## src/rtl/ptos_lane_ctrl.sv

```systemverilog
// Serial lane controller: 8-bit symbols shifted out MSB first, IDLE (8'hBC) filling unused slots.
// Define PTOS_TRAINING_EN to add a 4-symbol IDLE preamble (state PRE) before RUN.
module ptos_lane_ctrl (
  input  logic       clk32f,
  input  logic       reset,
  input  logic       active,
  input  logic [7:0] data_in,
  input  logic       data_valid,
  output logic       data_ready,
  output logic       out,
  output logic       sym_data,
  output logic       link_up
);

  localparam logic [7:0] IdleSym = 8'hBC;

`ifdef PTOS_TRAINING_EN
  typedef enum logic [1:0] {
    StOff = 2'b00,
    StPre = 2'b01,
    StRun = 2'b10
  } state_e;
`else
  typedef enum logic [1:0] {
    StOff = 2'b00,
    StRun = 2'b10
  } state_e;
`endif

  state_e     state_q, state_d;
  logic [7:0] sr_q, sr_d;
  logic [2:0] bit_cnt_q, bit_cnt_d;
  logic       sym_data_q, sym_data_d;
  logic       boundary;
  logic       xfer;

`ifdef PTOS_TRAINING_EN
  logic [1:0] sym_cnt_q, sym_cnt_d;
`endif

  assign boundary = (bit_cnt_q == 3'd7);

  // State register
  always_ff @(posedge clk32f or negedge reset) begin
    if (!reset) begin
      state_q <= StOff;
    end else begin
      state_q <= state_d;
    end
  end

  // Next-state logic
  always_comb begin
    state_d = state_q;
    unique case (state_q)
      StOff: begin
        if (active) begin
`ifdef PTOS_TRAINING_EN
          state_d = StPre;
`else
          state_d = StRun;
`endif
        end
      end
`ifdef PTOS_TRAINING_EN
      StPre: begin
        if (boundary && !active) begin
          state_d = StOff;
        end else if (sym_cnt_q == 2'd3 && bit_cnt_q == 3'd6) begin
          // RUN covers the boundary cycle of the 4th preamble symbol, so the
          // first transfer lands right after the preamble.
          state_d = StRun;
        end
      end
`endif
      StRun: begin
        if (boundary && !active) begin
          state_d = StOff;
        end
      end
      default: state_d = StOff;
    endcase
  end

  // Output decode
  always_comb begin
    data_ready = (state_q == StRun) && active && boundary;
    xfer       = data_ready && data_valid;
    link_up    = (state_q == StRun);
    out        = sr_q[7];
    sym_data   = sym_data_q;
  end

  // Datapath next-state
  always_comb begin
    sr_d       = sr_q;
    bit_cnt_d  = bit_cnt_q;
    sym_data_d = sym_data_q;
`ifdef PTOS_TRAINING_EN
    sym_cnt_d  = sym_cnt_q;
`endif
    if (state_q == StOff) begin
      sr_d       = active ? IdleSym : 8'h00;
      bit_cnt_d  = 3'd0;
      sym_data_d = 1'b0;
`ifdef PTOS_TRAINING_EN
      sym_cnt_d  = 2'd0;
`endif
    end else if (boundary) begin
      bit_cnt_d = 3'd0;
      if (state_d == StOff) begin
        sr_d       = 8'h00;
        sym_data_d = 1'b0;
      end else if (xfer) begin
        sr_d       = data_in;
        sym_data_d = 1'b1;
      end else begin
        sr_d       = IdleSym;
        sym_data_d = 1'b0;
      end
`ifdef PTOS_TRAINING_EN
      if (state_q == StPre) begin
        sym_cnt_d = sym_cnt_q + 2'd1;
      end
`endif
    end else begin
      sr_d      = {sr_q[6:0], 1'b0};
      bit_cnt_d = bit_cnt_q + 3'd1;
    end
  end

  always_ff @(posedge clk32f or negedge reset) begin
    if (!reset) begin
      sr_q       <= 8'h00;
      bit_cnt_q  <= 3'd0;
      sym_data_q <= 1'b0;
    end else begin
      sr_q       <= sr_d;
      bit_cnt_q  <= bit_cnt_d;
      sym_data_q <= sym_data_d;
    end
  end

`ifdef PTOS_TRAINING_EN
  always_ff @(posedge clk32f or negedge reset) begin
    if (!reset) begin
      sym_cnt_q <= 2'd0;
    end else begin
      sym_cnt_q <= sym_cnt_d;
    end
  end
`endif

endmodule

```

## config.mk

```make
export PLATFORM = sky130hd
export DESIGN_NAME = ptos_lane_ctrl
export DESIGN_NICKNAME = d
export VERILOG_FILES = /design/src/rtl/ptos_lane_ctrl.sv
export SDC_FILE = /design/constraint.sdc
export NUM_CORES = 1
export LEC_CHECK = 0
export ABC_AREA = 1
export CORE_MARGIN = 1.5
export CORE_UTILIZATION = 35
export DETAILED_ROUTE_END_ITERATION = 10
export GPL_TIMING_DRIVEN = 0
export SYNTH_ARGS = -nofsm -noshare
export SYNTH_HDL_FRONTEND = slang
export SYNTH_SLANG_ARGS = --single-unit
```

## constraint.sdc

```tcl
create_clock -name clk32f -period 1.3 [get_ports clk32f]
set_input_delay 0.325 -clock clk32f [delete_from_list [all_inputs] [get_ports clk32f]]
set_output_delay 0.325 -clock clk32f [all_outputs]
set_load 0.02 [all_outputs]
```

==> results of run 1 <==
[through the flow]
stage,area [µm²],hold WS (ns),worst slack (ns)
detailed placement,805,0.432,-0.753
finish,986,0.390,-0.294
floorplan,633,0.0294,0.0168
CTS,891,0.364,-0.292
global route,986,0.390,-0.361
global placement,805,0.431,-0.762
[report_power, final]
part | leakage [nW] | internal, mW | switching, mW
Sequential | 0.181 | 0.504 | 0.0306
Clock | 0.0138 | 0.107 | 0.117
Combinational | 0.356 | 0.139 | 0.151
Total | 0.551 | 0.750 | 0.298
[sequential cells by signal, summed over array words and instances (netlist names)]
signal     count
bit_cnt_q      3
sr_q           8
state_q        2
sym_data       1
[routing by layer]
metal | routed length [µm] | track usage [%] | up-vias
met5 | 0 | 0 | -
met1 | 576 | 18.9 | 242
met4 | 10 | 8.82 | 0
met3 | 51 | 2.38 | 2
li1 | - | - | 267
met2 | 620 | 19.2 | 9
[path summary, 6_finish.rpt]
check,from,to,slack [ns],depth (start not counted)
setup / recovery,bit_cnt_q[0]$_DFF_PN0_,data_ready,-0.29,5
hold / removal,data_valid,sr_q[0]$_DFF_PN0_,0.39,3
hold reg to reg,sr_q[0]$_DFF_PN0_,sr_q[1]$_DFF_PN0_,0.45,2
min in group asynchronous,reset,sym_data$_DFFE_PN0P_,0.43,1
setup reg to reg,bit_cnt_q[0]$_DFF_PN0_,sr_q[5]$_DFF_PN0_,-0.10,8
max in group asynchronous,reset,sr_q[7]$_DFF_PN0_,0.47,1
[cell type report]
| class | instances | area (µm²) | area share (%) |
|---|---|---|---|
| tap | 25 | 31.3 | 3.17 |
| buffer | 1 | 5.00 | 0.508 |
| sequential | 14 | 350 | 35.5 |
| inverter | 11 | 43.8 | 4.44 |
| timing repair buffer | 20 | 194 | 19.7 |
| multi-input combinational | 46 | 339 | 34.4 |
| clock buffer | 3 | 22.5 | 2.28 |
[kinds of logic after synthesis]
family                     Yosys count
and+or+nand+nor                     42
DFF                                 14
buffers and inverters               12
adders and majority gates            2
AOI/OAI and AO/OA                    1
other                                1
[tightest hold or removal path: stages]
cell and delay [ns]:
sky130_fd_sc_hd__buf_2 0.17, sky130_fd_sc_hd__nand2_4 0.10, sky130_fd_sc_hd__nor2_2 0.03
[cells in the final DEF, fill, tap and decap left out, types with 2 or more instances in the layout]
master and count:
sky130_fd_sc_hd__buf_4 5, sky130_fd_sc_hd__buf_6 2, sky130_fd_sc_hd__clkbuf_4 3, sky130_fd_sc_hd__clkdlybuf4s50_1 10, sky130_fd_sc_hd__dfrtp_1 14, sky130_fd_sc_hd__inv_1 9
sky130_fd_sc_hd__nand2_1 14, sky130_fd_sc_hd__nand2_2 4, sky130_fd_sc_hd__nand2_4 5, sky130_fd_sc_hd__nand3_1 5, sky130_fd_sc_hd__nand3_2 7, sky130_fd_sc_hd__nor2_1 2
sky130_fd_sc_hd__nor2_4 2
[repair_timing]
item                       in CTS  in global routing
pin swaps                       2                  3
gates resized for setup        22                 24
setup buffers                   5                  1
hold buffers                    0                  0
setup endpoints to repair       5                 12
==> Flow_metrics.wiki, run 1 <==
{| class="wikitable"
! Metric !! Value
|-
| Ranking of synthesized cells by instance count || 20 x sky130_fd_sc_hd__nand2_1, 14 x sky130_fd_sc_hd__dfrtp_1, 12 x sky130_fd_sc_hd__nand3_1
|-
| Fraction of layout cells with a size suffix above 1 || 38.9%
|-
| Skew-Pair Late Insertion Delay || 0.27 ns
|-
| Final hold violation count || 0
|-
| RD Place Congestion || 0.726
|-
| Final core utilization || between 50% and 60%
|-
| Cells along the critical path || ha_2 -> ha_4 -> nand2_4 -> nor2_8 -> buf_6
|-
| Die span in y || around 46 µm
|-
| ANT nets after route || 0
|-
| Final critical-path setup slack || -0.294 ns
|-
| Xor-xnor portion of the synthesized cell area || 0%
|-
| Worst hold path type || input pin to register
|-
| Clock transition at the registers of the reported paths || 0.07 ns
|-
| Data required time at the worst endpoint || 0.98 ns
|-
| Row Count || 15
|-
| Simple-gate area share of the yosys netlist || about a third
|-
| TNS Setup || -0.953 ns
|-
| Post-Synthesis Cells || 72
|-
| TritonCTS clock tree || done
|-
| Critical Path Start Type || register
|-
| Summed instance area of the synthesized netlist || between 600 and 700 µm²
|-
| Kind of critical path || register to output pin
|-
| Portion of the clock cycle consumed by the worst path in the final layout || 123%
|-
| Area contributors post-synth || sky130_fd_sc_hd__dfrtp_1 55%, sky130_fd_sc_hd__nand2_1 12%, sky130_fd_sc_hd__nand3_1 9.5%
|-
| Sink count of the clock tree || 14
|-
| Length of the first detailed-routing pass in iterations || 3
|-
| Via count of the first global-routing pass || 448
|-
| HPWL after detailed placement || 810 µm
|-
| Final worst clock skew || around 0.0038 ns
|-
| Average cell area after synthesis || 8.79 µm²
|-
| Maximum resistive drop on vdd || 529 µV
|-
| Number of fill cells in the layout || roughly 160
|-
| Total via count after detailed routing || 520
|-
| Num CTS Buffers || 3
|-
| Area inside the core boundary || 1710 µm²
|-
| Leak pwr || 0.551 nW
|-
| Fraction of the mapped netlist area in compound gates || 0.791%
|-
| Syn Nets || 86
|-
| Total Routing Usage GR || approximately 14%
|-
| Maximum root-to-sink buffer count || 2
|-
| Yosys warnings || 0
|-
| Drt via density || 4.33
|-
| Post-detailed-route DRC marker count || 0
|-
| Type of destination of the critical path || output pin
|-
| First-pass GRT wire length || 1970 µm
|-
| Highest achievable clock rate || 627 MHz
|-
| Adder-cell share of the synthesized area || 3.95%
|-
| Port Buffers || 14
|-
| Worst path bufs/invs || 1
|-
| Number of storage elements in the synthesis netlist || 14
|-
| Violated checks || setup timing
|-
| Worst path top cell family by delay || flip-flops
|-
| Main combinational cell family by area after synthesis || simple AND/OR/NAND/NOR gates
|-
| Final nets || 111
|-
| Initial standard-cell utilization of the core || 37.1%
|-
| Maxcap violations || 0
|-
| Power density cells || 1060 nW/µm²
|-
| Most repeated cell in the gate-level netlist after synthesis || sky130_fd_sc_hd__nand2_1
|-
| Mux contribution to synthesized area || 0%
|-
| Tot Pwr || 1.05 mW
|-
| Grt total ovfl || 0
|-
| Die footprint || 2070 µm²
|-
| Primary flip-flop cell chosen by synthesis mapping || sky130_fd_sc_hd__dfrtp_1
|-
| Worst EP arrival || around 1.3 ns
|-
| Cell taking the most area after synthesis || sky130_fd_sc_hd__dfrtp_1
|-
| First DRT Iteration DRCs || 3
|-
| Ant. Diodes || 0
|-
| DIE WIDTH || ~46 µm
|-
| Number of placed I/O pins || 16
|-
| Post-synth EDFFs || 0
|-
| Setup repair after global routing missed its margin || yes
|-
| Post-synthesis async set-or-reset flop share || 100%
|-
| Initial antenna violation count || 0
|-
| Status || finished, violations left
|-
| Max-slew violations || 0
|-
| Final setup vio count || 11
|-
| Final Routed Wirelength || around 1300 µm
|-
| Cell with the largest stage delay on the worst path || sky130_fd_sc_hd__dfrtp_1
|-
| Number of cells in the finished layout apart from fillers || 120
|-
| Layout Area Growth over Synthesis || 55.7%
|-
| Maximum fanout count along the critical path || 2
|-
| Share of Yosys cell area claimed by the top area cell type || 55.3%
|-
| Count of different cell masters after synthesis || 13
|-
| Root buffer cell || sky130_fd_sc_hd__clkbuf_4
|-
| Headroom to the max-slew limit || 59.6%
|-
| H-Tree Level Count || 1
|-
| Post-route minimum period || 1.59 ns
|-
| Pin count of the biggest net entering global routing || 15
|-
| Part of the Yosys area used for sequential elements || between 50% and 60%
|-
| Placed cell count || roughly 110
|-
| Max incr delay on CP || 0.39 ns
|-
| Wirelength per Cell || ~10 µm
|-
| Slew @ Worst Pin || 0.604 ns
|}
(Power assumes the default switching activity.)
==> run 2, diff against run 1 <==
--- a/config.mk
+++ b/config.mk
@@ -6,6 +6,7 @@
 export NUM_CORES = 1
 export LEC_CHECK = 0
 export ABC_AREA = 1
+export CAP_MARGIN = 20
 export CORE_MARGIN = 1.5
 export CORE_UTILIZATION = 35
 export DETAILED_ROUTE_END_ITERATION = 10
==> results of run 2 <==
Same layout as run 1: the final DEF is identical, and so are final timing and power.
